## src/rtl/fc_result_writer.sv

```systemverilog
// Result writer for the 4-lane FC mover: captures lane results, applies ReLU,
// shift requantization and int8 saturation, and writes packed words to bram2.
module fc_result_writer #(
    parameter int unsigned DWIDTH    = 32,
    parameter int unsigned AWIDTH    = 12,
    parameter int unsigned OUT_WIDTH = 8
) (
    input  logic              clk,
    input  logic              reset_n,
    input  logic              i_start,
    input  logic [AWIDTH-1:0] i_base_addr,
    input  logic [AWIDTH-1:0] i_num_grp,
    input  logic [4:0]        i_shift,
    input  logic              i_relu_en,
    input  logic              i_result_valid,
    input  logic [DWIDTH-1:0] i_result_0,
    input  logic [DWIDTH-1:0] i_result_1,
    input  logic [DWIDTH-1:0] i_result_2,
    input  logic [DWIDTH-1:0] i_result_3,
    output logic              o_idle,
    output logic              o_busy,
    output logic              o_done,
    output logic              o_overrun,
    output logic [AWIDTH-1:0] o_grp_cnt,
    output logic [AWIDTH-1:0] addr_b2,
    output logic              ce_b2,
    output logic              we_b2,
    output logic [DWIDTH-1:0] d_b2
);

    localparam logic signed [DWIDTH-1:0] QMAX = DWIDTH'((1 << (OUT_WIDTH - 1)) - 1);
    localparam logic signed [DWIDTH-1:0] QMIN = ~QMAX;

    typedef enum logic [2:0] {
        S_IDLE,
        S_WAIT,
        S_QUANT,
        S_WRITE,
        S_DONE
    } state_t;

    state_t state, next_state;

    logic [AWIDTH-1:0] base_addr;
    logic [AWIDTH-1:0] num_grp;
    logic [4:0]        shift;
    logic              relu_en;
    logic [AWIDTH-1:0] grp_cnt;
    logic [DWIDTH-1:0] res_0, res_1, res_2, res_3;

    logic              start_acc;
    logic              capture;
    logic              overrun_set;
    logic [DWIDTH-1:0] q_word;

    // ReLU, arithmetic shift (floor) and signed saturation of one lane
    function automatic logic [OUT_WIDTH-1:0] quant(input logic [DWIDTH-1:0] r,
                                                   input logic [4:0] sh,
                                                   input logic relu);
        logic signed [DWIDTH-1:0] v;
        logic signed [DWIDTH-1:0] s;
        v = (relu && r[DWIDTH-1]) ? '0 : $signed(r);
        s = v >>> sh;
        if (s > QMAX)
            return QMAX[OUT_WIDTH-1:0];
        else if (s < QMIN)
            return QMIN[OUT_WIDTH-1:0];
        else
            return s[OUT_WIDTH-1:0];
    endfunction

    always_comb begin
        next_state  = state;
        start_acc   = 1'b0;
        capture     = 1'b0;
        overrun_set = 1'b0;
        q_word      = {quant(res_0, shift, relu_en), quant(res_1, shift, relu_en),
                       quant(res_2, shift, relu_en), quant(res_3, shift, relu_en)};
        case (state)
            S_IDLE: begin
                if (i_start) begin
                    start_acc  = 1'b1;
                    next_state = (i_num_grp == '0) ? S_DONE : S_WAIT;
                end
            end
            S_WAIT: begin
                if (i_result_valid) begin
                    capture    = 1'b1;
                    next_state = S_QUANT;
                end
            end
            S_QUANT: begin
                overrun_set = i_result_valid;
                next_state  = S_WRITE;
            end
            S_WRITE: begin
                overrun_set = i_result_valid;
                next_state  = (grp_cnt == num_grp - AWIDTH'(1)) ? S_DONE : S_WAIT;
            end
            S_DONE:  next_state = S_IDLE;
            default: next_state = S_IDLE;
        endcase
    end

    // Status and BRAM outputs are registered from the next state
    always_ff @(posedge clk or negedge reset_n) begin
        if (!reset_n) begin
            state     <= S_IDLE;
            o_idle    <= 1'b1;
            o_busy    <= 1'b0;
            o_done    <= 1'b0;
            o_overrun <= 1'b0;
            base_addr <= '0;
            num_grp   <= '0;
            shift     <= '0;
            relu_en   <= 1'b0;
            grp_cnt   <= '0;
            res_0     <= '0;
            res_1     <= '0;
            res_2     <= '0;
            res_3     <= '0;
            addr_b2   <= '0;
            ce_b2     <= 1'b0;
            we_b2     <= 1'b0;
            d_b2      <= '0;
        end else begin
            state  <= next_state;
            o_idle <= (next_state == S_IDLE);
            o_busy <= (next_state != S_IDLE);
            o_done <= (next_state == S_DONE);

            if (start_acc) begin
                base_addr <= i_base_addr;
                num_grp   <= i_num_grp;
                shift     <= i_shift;
                relu_en   <= i_relu_en;
                grp_cnt   <= '0;
                o_overrun <= 1'b0;
            end else begin
                if (state == S_WRITE)
                    grp_cnt <= grp_cnt + AWIDTH'(1);
                if (overrun_set)
                    o_overrun <= 1'b1;
            end

            if (capture) begin
                res_0 <= i_result_0;
                res_1 <= i_result_1;
                res_2 <= i_result_2;
                res_3 <= i_result_3;
            end

            if (next_state == S_WRITE) begin
                addr_b2 <= base_addr + grp_cnt;
                ce_b2   <= 1'b1;
                we_b2   <= 1'b1;
                d_b2    <= q_word;
            end else begin
                addr_b2 <= '0;
                ce_b2   <= 1'b0;
                we_b2   <= 1'b0;
                d_b2    <= '0;
            end
        end
    end

    assign o_grp_cnt = grp_cnt;

endmodule
```

## config.mk

```make
export PLATFORM = sky130hd
export DESIGN_NAME = fc_result_writer
export DESIGN_NICKNAME = d
export VERILOG_FILES = /design/src/rtl/fc_result_writer.sv
export SDC_FILE = /design/constraint.sdc
export NUM_CORES = 1
export LEC_CHECK = 0
export BUFFER_PORTS_ARGS = -buffer_cell sky130_fd_sc_hd__buf_4
export CAP_MARGIN = 20
export CORE_ASPECT_RATIO = 2
export CORE_MARGIN = 2
export CORE_UTILIZATION = 35
export CTS_CLUSTER_SIZE = 10
export DETAILED_ROUTE_END_ITERATION = 12
export PLACE_DENSITY = 0.61
export SLEW_MARGIN = 5
export SYNTH_ARGS = -nofsm -noshare
export SYNTH_HDL_FRONTEND = slang
export SYNTH_SLANG_ARGS = --single-unit
```

## constraint.sdc

```tcl
create_clock -name clk -period 3.3 [get_ports clk]
set_input_delay 0.66 -clock clk [delete_from_list [all_inputs] [get_ports clk]]
set_output_delay 0.66 -clock clk [all_outputs]
set_load 0.005 [all_outputs]
```

==> impl_metrics.json <==
{
  "status": "finished clean",
  "final_cells": 2747,
  "coreArea_um2": 50100,
  "cts_hold_buf": 0,
  "via_per_inst": 6.20,
  "rows": 116,
  "cts_tree": "built",
  "clock_skew_ps": 22.3,
  "rsz0062_at_grt": "yes",
  "synth_seq_area_share": 0.313,
  "p_comb_frac": 0.723,
  "finalCritPeriodShare": 0.996,
  "drt_first_pass_iters": 6,
  "synthFlopType": "dfrtp_1",
  "die_h_um": 323,
  "synth_edf_count": 0,
  "antenna_found_initial": 0,
  "h-tree-depth": 1,
  "timing.slew.headroom": 0.384,
  "crit_start": "res_0[31]",
  "clock_latency_ps": 570,
  "critical_path_required_ps": 3790,
  "cts_sinks": 222,
  "syn_area_um2": 17800,
  "internal_power_w": 0.0154,
  "grt_pass1_wl_um": 117000,
  "critical_path_class": "reg -> reg",
  "vias": 17000,
  "crit_fanout": 12,
  "synth_cell_type_count": 94,
  "fp.dieW_um": 163,
  "cts_buffers": 26,
  "routedWlPerCell_um": 29.3,
  "grt_usage": 0.302,
  "async_reset_ff_frac": 1.00,
  "cp-start-kind": "flip-flop",
  "die_area_um2": 52700,
  "initial_utilization": 0.355,
  "cts.reportedPaths.clkPinSlew_ps": 70,
  "p_leak_nw": 9.63,
  "grt_max_degree": 133,
  "drtIter0Drc": 1453,
  "power.share.clock": 0.087,
  "net-switching-power_w": 0.0153,
  "drc": 0,
  "timing.rr.start": "res_0[31]",
  "cts_root_buf": "clkbuf_16",
  "hold_path_class": "in -> async",
  "diodes": 0,
  "max_slew.worst_pin.slew_ps": 924,
  "synthCells": 1755,
  "max-clock-path-buffers": 3,
  "crit_arrival_ps": 3780,
  "end_kind": "flip-flop",
  "sequentialPowerShare": 0.190,
  "syn_area_per_cell_um2": 10.1,
  "p_sw_frac": 0.499,
  "powerDensity_nw_per_um2": 1370,
  "dpl.hpwl_um": 63900,
  "portBuffers": 223,
  "dp.cells": 2700,
  "hold_viol_final": 0,
  "placed_area_um2": 21400,
  "vdd_drop_max_mv": 0.792,
  "grt_overflow": 0,
  "grt_pass1_vias": 17400,
  "post_route_cells_drive_above_1_share": 0.392,
  "wl_um": 80600,
  "fin_area_um2": 22500,
  "utilization": 0.449,
  "fmax_ghz": 0.304,
  "gp_congestion": 1.03,
  "syn2layout_area_growth_pct": 26.7,
  "fin_crit_ps": 3290,
  "mappedNetlistNets": 1931,
  "setup_viol": 0,
  "layout.nets": 2265,
  "max_cap_viol_count": 0,
  "postRouteAntennaNets": 0,
  "yosysWarnings": 0,
  "final_max_slew_viol_count": 0,
  "ios": 224,
  "synth.ff_latch_count": 222
}
final timing paths:
check	slack (ps)	to	depth (start not counted)
max	10	d_b2[29]	8
min	20	res_3[16]	1
max reg2reg	10	d_b2[29]	8
min reg2reg	510	base_addr[6]	1
max in group asynchronous	2390	o_idle	2
min in group clk	280	res_0[31]	3
metrics by stage:
| stage | setup WS (ps) | setup TNS (ps) | hold WS [ps] | total power [W] |
|---|---|---|---|---|
| 6_report | 11.6 | 0 | 24.3 | 0.0307 |
| 5_1_grt | -271 | -2030 | 58.4 | 0.0321 |
| 4_1_cts | -3.93 | -3.93 | 49.4 | 0.0299 |
| 3_5_place_dp | -84.2 | -893 | 499 | 0.0270 |
| 3_3_place_gp | -122 | -1180 | 486 | 0.0270 |
| 2_1_floorplan | 372 | 0 | 364 | 0.0179 |
power groups by stage:
stage,Combinational (W),Clock (W),Sequential (W)
after floorplan,0.0131,0,0.00483
after global placement,0.0212,0,0.00580
after detailed placement,0.0212,0,0.00585
after CTS,0.0213,0.00274,0.00581
after global routing,0.0234,0.00284,0.00594
final,0.0222,0.00267,0.00585
registers in the layout, indices dropped and copies added, names as in the netlist:
signal	count
shift	5
we_b2	1
o_idle	1
base_addr	12
res_1	32
res_0	32
relu_en	1
o_overrun	1
o_done	1
o_busy	1
o_grp_cnt	12
res_2	32
res_3	32
num_grp	12
addr_b2	12
state	3
d_b2	32
worst max-delay path, stage by stage, from the launching register on:
cell and delay, ps:
dfrtp_1 530, buf_12 220, a21o_1 270, o22ai_1 370, a22oi_1 210, a211o_1 360, or4_4 550, or4_4 550
a22oi_2 130
metal layers:
| metal | part of all wire | routed length (um) | vias to the layer above | GRT usage |
|---|---|---|---|---|
| li1 | - | - | 7417 | - |
| met4 | 0.089 | 7210 | 0 | 0.222 |
| met5 | 0 | 0 | - | 0 |
| met1 | 0.35 | 27800 | 8484 | 0.324 |
| met3 | 0.060 | 4800 | 275 | 0.0429 |
| met2 | 0.51 | 40800 | 858 | 0.534 |
cell type report:
type                    count  area (um2)
clock buffers              34         681
fillers                  4841       27600
flip-flops and latches    222        5570
inverters                  23        90.1
multi-input cells        1354       11500
repair buffers            462        3820
well taps                 649         812
clock inverters             3        51.3
Yosys cell counts, types with 9 or more instances:
master	instances	area share
a31oi_1	18	0.0063
a221oi_1	11	0.0054
nor2b_1	16	0.0056
nand2b_1	18	0.0063
mux2_2	177	0.11
or3_1	12	0.0042
xor2_1	18	0.0089
nor4_1	14	0.0049
a21oi_1	117	0.033
and3_1	12	0.0042
buf_4	14	0.0059
buf_2	33	0.0093
o21ai_0	77	0.022
and2_1	15	0.0053
o31ai_1	9	0.0038
nand3_1	23	0.0065
dfrtp_1	221	0.31
a211oi_1	27	0.011
ha_1	13	0.0092
clkbuf_1	83	0.018
buf_1	11	0.0023
o22ai_1	32	0.011
mux2i_1	105	0.059
or2_2	9	0.0032
mux4_2	89	0.11
nand4_1	14	0.0049
xnor2_1	18	0.0089
nand2_1	164	0.035
a22oi_1	16	0.0068
inv_1	18	0.0038
mux4_1	13	0.019
o221ai_1	14	0.0069
a21o_1	24	0.010
nor3_1	24	0.0068
o211ai_1	21	0.0089
nor2_1	100	0.021
layout by cell type, fill, tap and decap left out, drive strengths merged, types with 8 or more instances in the layout:
cell type  Yosys  layout
mux2         177     177
buf           72     459
nor3          27      27
a21o          24      24
nand4         14      14
o221ai        14      14
a21oi        117     117
and3          12      12
nor2         100     100
nand2b        18      18
a211oi        27      27
a22oi         17      17
dfrtp        221     221
o211ai        21      21
clkbuf        84      37
nor4          16      16
xor2          18      18
mux2i        105     105
or2            9       9
a221oi        11      11
ha            13      13
o21ai         80      80
o31ai         10      10
nor2b         16      16
o21a           8       8
nand2        164     164
a31oi         18      18
xnor2         18      18
mux4         102     102
or3           12      12
o22ai         33      33
and2          15      15
inv           19      19
nand3         23      23
cell families after synthesis:
logic type | count (synthesis) | synth area share
compound gates | 474 | 0.183
buf+inv | 179 | 0.0520
fa+ha+maj | 14 | 0.0103
xor+xnor | 36 | 0.0178
simple gates | 446 | 0.121
mux | 384 | 0.303
flops | 222 | 0.313
timing repair:
action                                  in CTS  in global routing
cloned                                       0                  2
setup buffers                                0                  8
resized for setup                            9                 34
endpoints found under the setup margin      21                 30
pin swaps                                    0                  6
Power figures use the tool's default switching activity.
